--- src/rtl/multi_charger_controller.sv ---
// rtl/multi_charger_controller.sv - keypad purchase FSM feeding NUM_CH independent charge countdowns
module multi_charger_controller #(
    parameter int NUM_CH    = 2,
    parameter int MONEY_W   = 5,
    parameter int TIME_W    = 7,
    parameter int MAX_MONEY = 20,
    parameter int RATE      = 2,
    parameter int TICK_DIV  = 1000,
    parameter int IDLE_SEC  = 10,
    parameter int CH_W      = (NUM_CH > 1) ? $clog2(NUM_CH) : 1
) (
    input  logic                     clk,
    input  logic                     rst,
    input  logic [3:0]               key_value,
    input  logic                     press,
    input  logic                     clear,
    input  logic                     start,
    input  logic                     confirm,
    input  logic [CH_W-1:0]          ch_sel,
    output logic                     no_display,
    output logic [MONEY_W-1:0]       all_money,
    output logic [TIME_W-1:0]        remaining_time,
    output logic [NUM_CH*TIME_W-1:0] ch_time,
    output logic [NUM_CH-1:0]        ch_busy,
    output logic [2:0]               current_state,
    output logic                     err
);

    localparam int TK_W   = (TICK_DIV > 1) ? $clog2(TICK_DIV) : 1;
    localparam int ID_W   = $clog2(IDLE_SEC + 1);
    localparam int PROD_W = MONEY_W + 4;

    typedef enum logic [2:0] {
        S_OFF   = 3'd0,
        S_READY = 3'd1,
        S_DIG1  = 3'd2,
        S_DIG2  = 3'd3
    } state_t;

    state_t                         state_q, state_d;
    logic [MONEY_W-1:0]             money_q, money_d;
    logic [TIME_W-1:0]              rtime_q, rtime_d;
    logic                           nodisp_q, nodisp_d;
    logic                           err_q, err_d;
    logic [NUM_CH-1:0]              busy_q, busy_d;
    logic [NUM_CH-1:0][TIME_W-1:0]  chtime_q, chtime_d;
    logic [TK_W-1:0]                tick_cnt_q, tick_cnt_d;
    logic [ID_W-1:0]                idle_q, idle_d;
    logic                           start_q, clear_q, confirm_q, press_q;

    logic start_ev, clear_ev, confirm_ev, press_ev, any_ev;
    logic tick, key_ok, in_dig, sel_ok, sel_busy, commit;
    logic [PROD_W-1:0] prod;
    logic [MONEY_W-1:0] sat_money;
    logic [TIME_W-1:0] commit_time;

    assign start_ev   = start & ~start_q;
    assign clear_ev   = clear & ~clear_q;
    assign confirm_ev = confirm & ~confirm_q;
    assign press_ev   = press & ~press_q;
    assign any_ev     = start_ev | clear_ev | confirm_ev | press_ev;

    assign tick        = (tick_cnt_q == TK_W'(TICK_DIV - 1));
    assign tick_cnt_d  = tick ? '0 : tick_cnt_q + TK_W'(1);
    assign key_ok      = (key_value <= 4'd9);
    assign in_dig      = (state_q == S_DIG1) || (state_q == S_DIG2);
    assign sel_ok      = (int'(ch_sel) < NUM_CH);
    assign prod        = PROD_W'(money_q) * PROD_W'(10) + PROD_W'(key_value);
    assign sat_money   = (prod > PROD_W'(MAX_MONEY)) ? MONEY_W'(MAX_MONEY) : prod[MONEY_W-1:0];
    assign commit_time = TIME_W'(money_q * RATE);

    always_comb begin
        sel_busy = 1'b0;
        for (int i = 0; i < NUM_CH; i++) begin
            if (ch_sel == CH_W'(i)) sel_busy = busy_q[i];
        end
    end

    always_comb begin
        state_d  = state_q;
        money_d  = money_q;
        nodisp_d = nodisp_q;
        idle_d   = idle_q;
        err_d    = 1'b0;
        commit   = 1'b0;

        // One event per cycle: start > clear > confirm > press.
        if (start_ev) begin
            if (state_q == S_OFF) begin
                state_d  = S_READY;
                nodisp_d = 1'b0;
                money_d  = '0;
            end
        end else if (state_q != S_OFF) begin
            if (clear_ev) begin
                if (in_dig) begin
                    state_d = S_READY;
                    money_d = '0;
                end
            end else if (confirm_ev) begin
                if (in_dig) begin
                    if (sel_ok && !sel_busy && (money_q != '0)) begin
                        commit  = 1'b1;
                        state_d = S_READY;
                        money_d = '0;
                    end else begin
                        err_d = 1'b1;
                    end
                end
            end else if (press_ev && key_ok) begin
                if (state_q == S_READY) begin
                    state_d = S_DIG1;
                    money_d = MONEY_W'(key_value);
                end else if (state_q == S_DIG1) begin
                    state_d = S_DIG2;
                    money_d = sat_money;
                end
            end
        end

        // Idle timer saturates while any outlet is charging so the display stays lit.
        if (state_q != S_OFF) begin
            if (any_ev) begin
                idle_d = '0;
            end else if (tick) begin
                idle_d = (idle_q == ID_W'(IDLE_SEC)) ? idle_q : idle_q + ID_W'(1);
                if ((idle_d == ID_W'(IDLE_SEC)) && (busy_q == '0)) begin
                    state_d  = S_OFF;
                    nodisp_d = 1'b1;
                    money_d  = '0;
                    idle_d   = '0;
                end
            end
        end

        rtime_d = TIME_W'(money_d * RATE);

        for (int i = 0; i < NUM_CH; i++) begin
            chtime_d[i] = chtime_q[i];
            if (tick && (chtime_q[i] != '0)) chtime_d[i] = chtime_q[i] - TIME_W'(1);
            if (commit && (ch_sel == CH_W'(i))) chtime_d[i] = commit_time;
            busy_d[i] = (chtime_d[i] != '0);
        end
    end

    always_ff @(posedge clk) begin
        if (rst) begin
            state_q    <= S_OFF;
            money_q    <= '0;
            rtime_q    <= '0;
            nodisp_q   <= 1'b1;
            err_q      <= 1'b0;
            busy_q     <= '0;
            chtime_q   <= '0;
            tick_cnt_q <= '0;
            idle_q     <= '0;
            start_q    <= 1'b0;
            clear_q    <= 1'b0;
            confirm_q  <= 1'b0;
            press_q    <= 1'b0;
        end else begin
            state_q    <= state_d;
            money_q    <= money_d;
            rtime_q    <= rtime_d;
            nodisp_q   <= nodisp_d;
            err_q      <= err_d;
            busy_q     <= busy_d;
            chtime_q   <= chtime_d;
            tick_cnt_q <= tick_cnt_d;
            idle_q     <= idle_d;
            start_q    <= start;
            clear_q    <= clear;
            confirm_q  <= confirm;
            press_q    <= press;
        end
    end

    assign no_display     = nodisp_q;
    assign all_money      = money_q;
    assign remaining_time = rtime_q;
    assign ch_time        = chtime_q;
    assign ch_busy        = busy_q;
    assign current_state  = state_q;
    assign err            = err_q;

endmodule
--- config.mk ---
export PLATFORM = sky130hd
export DESIGN_NAME = multi_charger_controller
export DESIGN_NICKNAME = d
export VERILOG_FILES = /design/src/rtl/multi_charger_controller.sv
export SDC_FILE = /design/constraint.sdc
export NUM_CORES = 1
export LEC_CHECK = 0
export ABC_AREA = 0
export BUFFER_PORTS_ARGS = -buffer_cell sky130_fd_sc_hd__buf_2
export CORE_ASPECT_RATIO = 0.6
export CORE_MARGIN = 4
export CORE_UTILIZATION = 52
export DETAILED_ROUTE_END_ITERATION = 16
export PLACE_DENSITY = 0.83
export SETUP_SLACK_MARGIN = 0.5
export SLEW_MARGIN = 20
export SYNTH_ARGS = -nofsm -noshare
export SYNTH_HDL_FRONTEND = slang
export SYNTH_SLANG_ARGS = --single-unit
--- constraint.sdc ---
create_clock -name clk -period 8.6 [get_ports clk]
set_input_delay 0.43 -clock clk [delete_from_list [all_inputs] [get_ports clk]]
set_output_delay 0.43 -clock clk [all_outputs]
set_load 0.01 [all_outputs]
==> summary.md, run 1 <==
| Metric | Value |
|---|---|
| R2r endpoint | `remaining_time[3]` |
| Asr flop ratio synth | `0` |
| Rel. slew slack | `0.318` |
| Setup ws final | `5.36 ns` |
| CTS tree | `done` |
| CTS root buffer | `clkbuf_8` |
| Chip height | `about 67 um` |
| Post-Synth Adder-Cell Area | `0.0785` |
| FMAX | `just over 300 MHz` |
| Layout Utilization | `0.594` |
| Final Hold Viols | `0` |
| CTS max path bufs | `2` |
| Via/cell ratio | `6.26` |
| # hold bufs at CTS | `0` |
| Crit. End Element | `flop` |
| CP Data Required Time | `about 8.8 ns` |
| Share of synthesized area spent on multiplexers | `0.0200` |
| Hold Crit Start | `start` |
| Clk_skew | `roughly 0.0070 ns` |
| Core Footprint | `~5600 um2` |
| Cell Area, Synth | `between 3000 and 4000 um2` |
| Share of cells above drive strength 1 | `0.143` |
| Via count | `between 3,000 and 4,000` |
| Dpl hpwl | `about 6500 um` |
| Die Width | `between 100 and 150 um` |
| Total power | `roughly 390 uW` |
| DP Worst Slack | `between 5 and 6 ns` |
| Starting Density | `0.544` |
| Drt total wl | `between 8000 and 9000 um` |
| Post-CTS Resized | `0` |
| CTS H-tree lvls | `2` |
| Tightest Pin Transition | `just over 1 ns` |
| Power per cell area | `approximately 120 nW/um2` |
| Yosys reg bits | `between 40 and 50` |
| Setup Buffers After CTS | `0` |
| Final Setup Violations | `0` |
| Most frequent cells in the layout | `44 x nor2_1, 44 x dfxtp_1, 41 x buf_2, 33 x nand2_1, 19 x a21oi_1` |
| Max-cap violations | `0` |
| RSZ-0062 raised after global routing | `false` |
| Crit path DAT | `3.47 ns` |
| Gr usage total | `0.244` |
| First-pass GRT wire length | `approximately 14,000 um` |
| Mapped Cells | `between 300 and 400` |
| Worst Reg-to-Reg Cells | `9` |
| Leakage power | `approximately 0.0014 uW` |
| Nets | `440` |
| GRT Residual Overflow | `0` |
| Synthesis-to-layout area growth | `9.24%` |
| TritonRoute pass-1 iters | `5` |
| Startpoint Class | `flop` |
| Hold Path End | `start_q` |
| FF-to-FF setup slack | `between 5 and 6 ns` |
| Io pins | `44` |
| Gpl congestion | `slightly below 1` |
| Clock slew at reported path FFs | `approximately 0.090 ns` |
| Final slew viol count | `0` |
| Post-synthesis sequential area ratio | `0.288` |
| Syn_area_per_cell | `about 8 um2` |
| Site Rows | `21` |
| Setup TNS | `0 ns` |
| Port Buf Inserts | `41` |
| Max Fanout on Critical Path | `12` |
| Compound-Gate Fraction of Synth Area | `0.182` |
| Post-Synth Simple-Gate Area | `0.311` |
| Hold Path Depth | `2` |
| DRC viols | `0` |
| Number of synthesized flops with an enable pin | `0` |
| Vias in the first global route | `~2,800` |
| Routed length per placed instance | `between 15 and 20 um` |
| Total CTS buffers | `5` |
| Combinational family with the most area after synthesis | `simple AND/OR/NAND/NOR gates` |
| Period utilization | `0.377` |
| Main flop type after synthesis | `dfxtp_1` |
| Unique cell type count in the Yosys netlist | `65` |
| Largest net degree at the start of global routing | `33` |
| Antenna violations before repair | `0` |
| Worst IR Drop VDD | `between 0.06 and 0.07 mV` |
| # diodes | `0` |
| Status | `complete, no violations` |
| Die Area | `7210 um2` |
| Detailed Route Iter0 Violations | `275` |
| Worst r2r src | `remaining_time[2]` |
| Hold_ws | `~0.34 ns` |
| Num Clock Sinks | `between 40 and 50` |
| Post-synthesis xor/xnor area fraction | `0.0658` |
| Warnings, synthesis | `0` |
| Clock Latency Late Sink | `about 0.30 ns` |
| DRT antenna net count | `0` |
| Min-Delay Path Class | `input pin to flop` |
| Critical path class | `flop to flop` |
| Final min period | `around 3.2 ns` |
logic make-up after synthesis:
logic type | after synthesis
compound gates | 79
xor+xnor | 23
fa+ha+maj | 18
buf+inv | 34
flops | 44
mux | 6
other cells | 1
simple gates | 178
per-layer routing:
layer,wire length [um],GRT usage
met1,3950,0.351
met2,3460,0.343
met3,1100,0.0946
met4,69,0.0478
met5,0,0
where the power goes:
part	internal, uW	switching (uW)	leakage, uW
Combinational	13.4	29.1	0.000989
Sequential	207	3.12	0.000357
Clock	65.7	73.7	0.0000455
cell type report:
type,instances,area (um2)
Timing Repair Buffer,41,205
Inverter,13,48.8
Multi-Input combinational cell,306,2020
Sequential cell,44,881
Clock buffer,8,90.1
Tap cell,80,100
Fill cell,506,2280
worst max-delay path by stage:
stage	startpoint	to	slack (ns)	cells after the start
floorplan	remaining_time[2]	remaining_time[3]	5.77	9
global placement	remaining_time[2]	remaining_time[3]	5.60	9
detailed placement	remaining_time[2]	remaining_time[3]	5.48	9
CTS	remaining_time[2]	remaining_time[3]	5.44	9
global route	remaining_time[2]	remaining_time[3]	5.24	9
finish	remaining_time[2]	remaining_time[3]	5.36	9
per-stage QoR:
step                std cells  cell area [um2]
CTS                       492             3340
finish                    492             3340
detailed placement        484             3250
global route              492             3340
floorplan                 384             3060
global placement          484             3250
worst max-delay path, stage by stage, from the launching register on:
cell	delay (ns)
dfxtp_1	0.61
ha_1	0.32
ha_1	0.23
fa_1	0.41
xor2_1	0.32
a211oi_1	0.13
o32ai_1	0.33
a22oi_1	0.26
a221o_1	0.37
a211oi_1	0.19
sequential cells by signal, indices dropped and copies added, names as in the netlist, 2 cells and up:
name and cells:
remaining_time 5, tick_cnt_q 10, ch_busy 2, ch_time 14
current_state 3, idle_q 4
synth_stat cells, drive strengths merged, types with 3 or more instances:
| cell | count | area share |
|---|---|---|
| nor2 | 45 | 0.056 |
| dfxtp | 44 | 0.29 |
| nand2 | 33 | 0.040 |
| a21oi | 19 | 0.031 |
| nand3 | 17 | 0.028 |
| ha | 16 | 0.065 |
| nor3 | 16 | 0.026 |
| o21ai | 16 | 0.026 |
| nor2b | 14 | 0.029 |
| inv | 13 | 0.016 |
| xor2 | 12 | 0.034 |
| buf | 11 | 0.026 |
| xnor2 | 11 | 0.031 |
| clkbuf | 10 | 0.012 |
| nand2b | 10 | 0.020 |
| a211oi | 9 | 0.022 |
| nor4 | 9 | 0.030 |
| and3 | 7 | 0.014 |
| a31oi | 5 | 0.010 |
| mux2i | 5 | 0.016 |
| and2 | 4 | 0.0082 |
| nand4 | 4 | 0.0082 |
| or3 | 4 | 0.0082 |
| a41oi | 3 | 0.011 |
| nand3b | 3 | 0.0074 |
| o41ai | 3 | 0.0086 |
Power figures use the tool's default switching activity.
==> inputs of run 2 (changes only) <==
--- a/config.mk
+++ b/config.mk
@@ -5,13 +5,13 @@
 export SDC_FILE = /design/constraint.sdc
 export NUM_CORES = 1
 export LEC_CHECK = 0
-export ABC_AREA = 0
+export ABC_AREA = 1
 export BUFFER_PORTS_ARGS = -buffer_cell sky130_fd_sc_hd__buf_2
 export CORE_ASPECT_RATIO = 0.6
 export CORE_MARGIN = 4
 export CORE_UTILIZATION = 52
 export DETAILED_ROUTE_END_ITERATION = 16
-export PLACE_DENSITY = 0.83
+export PLACE_DENSITY = 0.82
 export SETUP_SLACK_MARGIN = 0.5
 export SLEW_MARGIN = 20
 export SYNTH_ARGS = -nofsm -noshare
==> constraint.sdc (replaced) <==
create_clock -name clk -period 3.2 [get_ports clk]
set_input_delay 0.16 -clock clk [delete_from_list [all_inputs] [get_ports clk]]
set_output_delay 0.16 -clock clk [all_outputs]
set_load 0.01 [all_outputs]
==> run 2 against run 1 <==
  * Combinational power grew to 4.9 times the previous value
  * Core utilization is 3.5 points higher
  * Worst hold slack worse by 0.28 ns
  * Power grew to 3.1 times the previous value
  * Sequential share of layout area fell by 2.1 points
  * Area after synthesis is 6.0% higher
  * Final area increased by 9.4%
  * Critical path type unchanged
  * Setup slack worse by 4.8 ns
  * Final cell count rose by 25%
  * Via count rose by 7.0%
  * Largest power group unchanged
  * Sequential power rose to 2.7 times the previous value
  * Clock power grew to 3.1 times the previous value
==> summary.md, run 2 <==
| Metric | Value |
|---|---|
| Status | `complete, no violations (unchanged)` |
| Worst IR Drop VDD | `0.266 mV (was 0.0681 mV)` |
| # diodes | `0 (unchanged)` |
| Io pins | `44 (unchanged)` |
| Asr flop ratio synth | `0 (unchanged)` |
| Chip height | `69.2 um (was 67.4 um)` |
| DRC viols | `0 (unchanged)` |
| FMAX | `386 MHz (was 309 MHz)` |
| Drt total wl | `8370 um (was 8570 um)` |
| Nets | `561 (was 440)` |
| Max-cap violations | `0 (unchanged)` |
| CTS max path bufs | `2 (unchanged)` |
| Syn_area_per_cell | `6.56 um2 (was 7.99 um2)` |
| Core Footprint | `5810 um2 (was 5620 um2)` |
| Post-Synth Simple-Gate Area | `0.388 (was 0.311)` |
| TritonRoute pass-1 iters | `5 (unchanged)` |
| Count leader, synth | `nand2_1` |
| Area share of the largest cell type after synthesis | `0.272 (was 0.288)` |
| R2r endpoint | `remaining_time[4] (was remaining_time[3])` |
| Dpl hpwl | `6580 um (was 6530 um)` |
| DRT antenna net count | `0 (unchanged)` |
| Final Setup Violations | `0 (unchanged)` |
| Crit path DAT | `2.82 ns (was 3.47 ns)` |
| Antenna violations before repair | `0 (unchanged)` |
| Critical path's largest stage delay | `0.59 ns (was 0.61 ns)` |
| Num Clock Sinks | `44 (unchanged)` |
| FF-to-FF setup slack | `0.61 ns (was 5.36 ns)` |
| Total CTS buffers | `5 (unchanged)` |
| Final min period | `2.59 ns (was 3.24 ns)` |
| Cell Area, Synth | `3240 um2 (was 3060 um2)` |
| # hold bufs at CTS | `0 (unchanged)` |
| CTS root buffer | `clkbuf_8 (unchanged)` |
| Startpoint Class | `flop (unchanged)` |
| Hold_ws | `0.0614 ns (was 0.341 ns)` |
| Starting Density | `0.558 (was 0.544)` |
| Vias in the first global route | `2,915 (was 2,780)` |
| Clock slew at reported path FFs | `0.09 ns (about the same)` |
| CP startpoint | `remaining_time[2] (unchanged)` |
| Largest net degree at the start of global routing | `29 (was 33)` |
| CP Data Required Time | `3.43 ns (was 8.83 ns)` |
| Rel. slew slack | `0.569 (was 0.318)` |
| Routed length per placed instance | `13.6 um (was 17.4 um)` |
| Post-synthesis xor/xnor area fraction | `0.0405 (was 0.0658)` |
| Setup TNS | `0 ns (unchanged)` |
| CTS H-tree lvls | `2 (unchanged)` |
| Warnings, synthesis | `0 (unchanged)` |
| Worst Setup EP | `remaining_time[4] (was remaining_time[3])` |
| Max Fanout on Critical Path | `3 (was 12)` |
| Crit. End Element | `flop (unchanged)` |
| GRT Residual Overflow | `0 (unchanged)` |
| Filler cell count | `525 (was 506)` |
| Synth area leader | `dfxtp_1 (unchanged)` |
| Number of synthesized flops with an enable pin | `0 (unchanged)` |
| Unique cell type count in the Yosys netlist | `46 (was 65)` |
| CTS tree | `done (unchanged)` |
| Power per cell area | `329 nW/um2 (was 117 nW/um2)` |
| Synth top cells by count | `119 x nand2_1, 65 x nor2_1, 61 x inv_1 (was 44 x dfxtp_1, 44 x nor2_1, 33 x nand2_1)` |
| Gpl congestion | `0.933 (was 0.966)` |
| Port Buf Inserts | `41 (unchanged)` |
| Tightest Pin Transition | `0.640 ns (was 1.02 ns)` |
| Final Hold Viols | `0 (unchanged)` |
| Share of cells above drive strength 1 | `0.195 (was 0.143)` |
| Via count | `3,292 (was 3,078)` |
| First-pass GRT wire length | `13,800 um (was 13,900 um)` |
| Clock Latency Late Sink | `0.30 ns (about the same)` |
| Most frequent cells in the layout | `118 x nand2_1, 64 x nor2_1, 60 x inv_1, 41 x buf_2, 40 x dfxtp_1 (was 44 x nor2_1, 44 x dfxtp_1, 41 x buf_2, 33 x nand2_1, 19 x a21oi_1)` |
| Main flop type after synthesis | `dfxtp_1 (unchanged)` |
| Gr usage total | `0.225 (was 0.244)` |
| Clk_skew | `0.0104 ns (was 0.00697 ns)` |
| Die Width | `110 um (was 107 um)` |
| Final slew viol count | `0 (unchanged)` |
| RSZ-0062 raised after global routing | `true (was false)` |
| Worst r2r src | `remaining_time[2] (unchanged)` |
| Yosys reg bits | `44 (unchanged)` |
| Cell mode on critical path | `nand2_1` |
| Top cells by area, synth | `dfxtp_1 27%, nand2_1 14%, nor2_1 7.5%, inv_1 7.1%, ha_1 6.2% (was dfxtp_1 29%, ha_1 6.5%, nor2_1 5.4%, nand2_1 4.0%, xor2_1 3.4%)` |
| Via/cell ratio | `5.37 (was 6.26)` |
| Max reg flops | `14 (unchanged)` |
| Leakage power | `0.00179 uW (was 0.00139 uW)` |
| Die Area | `7600 um2 (was 7210 um2)` |
| Post-synthesis sequential area ratio | `0.272 (was 0.288)` |
| Synthesis-to-layout area growth | `12.8% (was 9.24%)` |
| Combinational family with the most area after synthesis | `simple AND/OR/NAND/NOR gates (unchanged)` |
| CP max-delay cell | `fa_2 (was dfxtp_1)` |
| Mapped Cells | `494 (was 383)` |
| Critical path class | `flop to flop (unchanged)` |
| Share of synthesized area spent on multiplexers | `0.00309 (was 0.0200)` |
| Detailed Route Iter0 Violations | `367 (was 275)` |
| Min-Delay Path Class | `input pin to flop (unchanged)` |
| Critical-path cell list | `ha_4, ha_2, fa_2, nand2_1, inv_2, nand3_2, o21bai_1, nand2_1, nor2_4, nand2_2, o21ai_1, nand2_1, nand2_1, nand2_1, a21oi_1 (was ha_1, ha_1, fa_1, xor2_1, a211oi_1, o32ai_1, a22oi_1, a221o_1, a211oi_1)` |
| Most common cell after layout, fill and taps aside | `nand2_1` |
| Compound-Gate Fraction of Synth Area | `0.110 (was 0.182)` |
| Worst Reg-to-Reg Cells | `15 (was 9)` |
| Period utilization | `0.810 (was 0.377)` |
| Site Rows | `21 (unchanged)` |
| Post-Synth Adder-Cell Area | `0.0741 (was 0.0785)` |
| Layout Utilization | `0.630 (was 0.594)` |
run 2: cell types whose count changed after synthesis, moves of 9 or more:
cell	previous run	this run
nand2_1	33	119
inv_1	13	61
nor2_1	44	65
nand3_1	17	37
nor2b_1	14	0
a21oi_1	19	32
nand2b_1	10	0
a211oi_1	9	0
xnor2_1	11	2
run 2: cells by family (layout without fill, tap and decap cells):
| family | count (synthesis) | count (layout) |
|---|---|---|
| xor gates and xnor gates | 15 | 15 |
| and+or+nand+nor | 266 | 266 |
| other | 1 | 2 |
| muxes | 1 | 1 |
| adders and majority gates | 18 | 18 |
| buffers and inverters | 87 | 125 |
| AOI/OAI and AO/OA | 62 | 62 |
| DFF | 44 | 44 |
run 2: metrics by stage:
step / power (uW) / worst slack, ns / instance area [um2] / instances
after floorplan: 724 / 0.719 / 3250 / 495
after global placement: 768 / 0.649 / 3480 / 603
after detailed placement: 775 / 0.495 / 3480 / 603
after CTS: 1200 / 0.506 / 3590 / 611
after global routing: 1280 / 0.469 / 3660 / 613
final: 1200 / 0.607 / 3660 / 613
run 2: layout make-up:
type | instances | area [um2] | share of cell area
Multi-Input combinational cell | 364 | 2040 | 0.559
Sequential cell | 44 | 888 | 0.243
Inverter | 71 | 269 | 0.0736
Timing Repair Buffer | 46 | 243 | 0.0664
Tap cell | 80 | 100 | 0.0274
Clock buffer | 5 | 68.8 | 0.0188
Clock inverter | 3 | 42.5 | 0.0116
run 2: per-layer routing:
metal,global-route usage,up-vias,wire (um)
li1,-,1647,-
met1,0.358,1487,4110
met2,0.303,148,3400
met3,0.0466,10,791
met4,0.0484,0,63
met5,0,-,0
run 2: power breakdown:
part	internal, uW	switching (uW)	leakage [uW]
registers	559	12.5	0.000359
logic	71.4	136	0.00138
clock network	231	195	0.0000541
run 2: how the worst min path moves through the flow:
stage / startpoint / end / slack [ns] / cells after the start
after global placement: clear / clear_q / 0.37 / 3
after floorplan: clear / clear_q / 0.28 / 2
after global routing: clear / clear_q / 0.06 / 3
after detailed placement: clear / clear_q / 0.38 / 3
after CTS: clear / clear_q / 0.06 / 3
final: clear / clear_q / 0.06 / 3
run 2: repair_timing:
item / in CTS / in global routing
buffers inserted: 0 / 2
pin swaps: 0 / 4
setup endpoints to repair: 3 / 5
resized for setup: 1 / 14
cloned: 0 / 0
run 2: critical path, delay by kind of cell (launching register included):
family,cells,cell delay (ns)
AO/OA/AOI/OAI,3,0.41
adder cells (fa/ha/maj),3,1.05
buffers and inverters,1,0.07
flip-flops,1,0.34
AND/OR/NAND/NOR,8,0.65
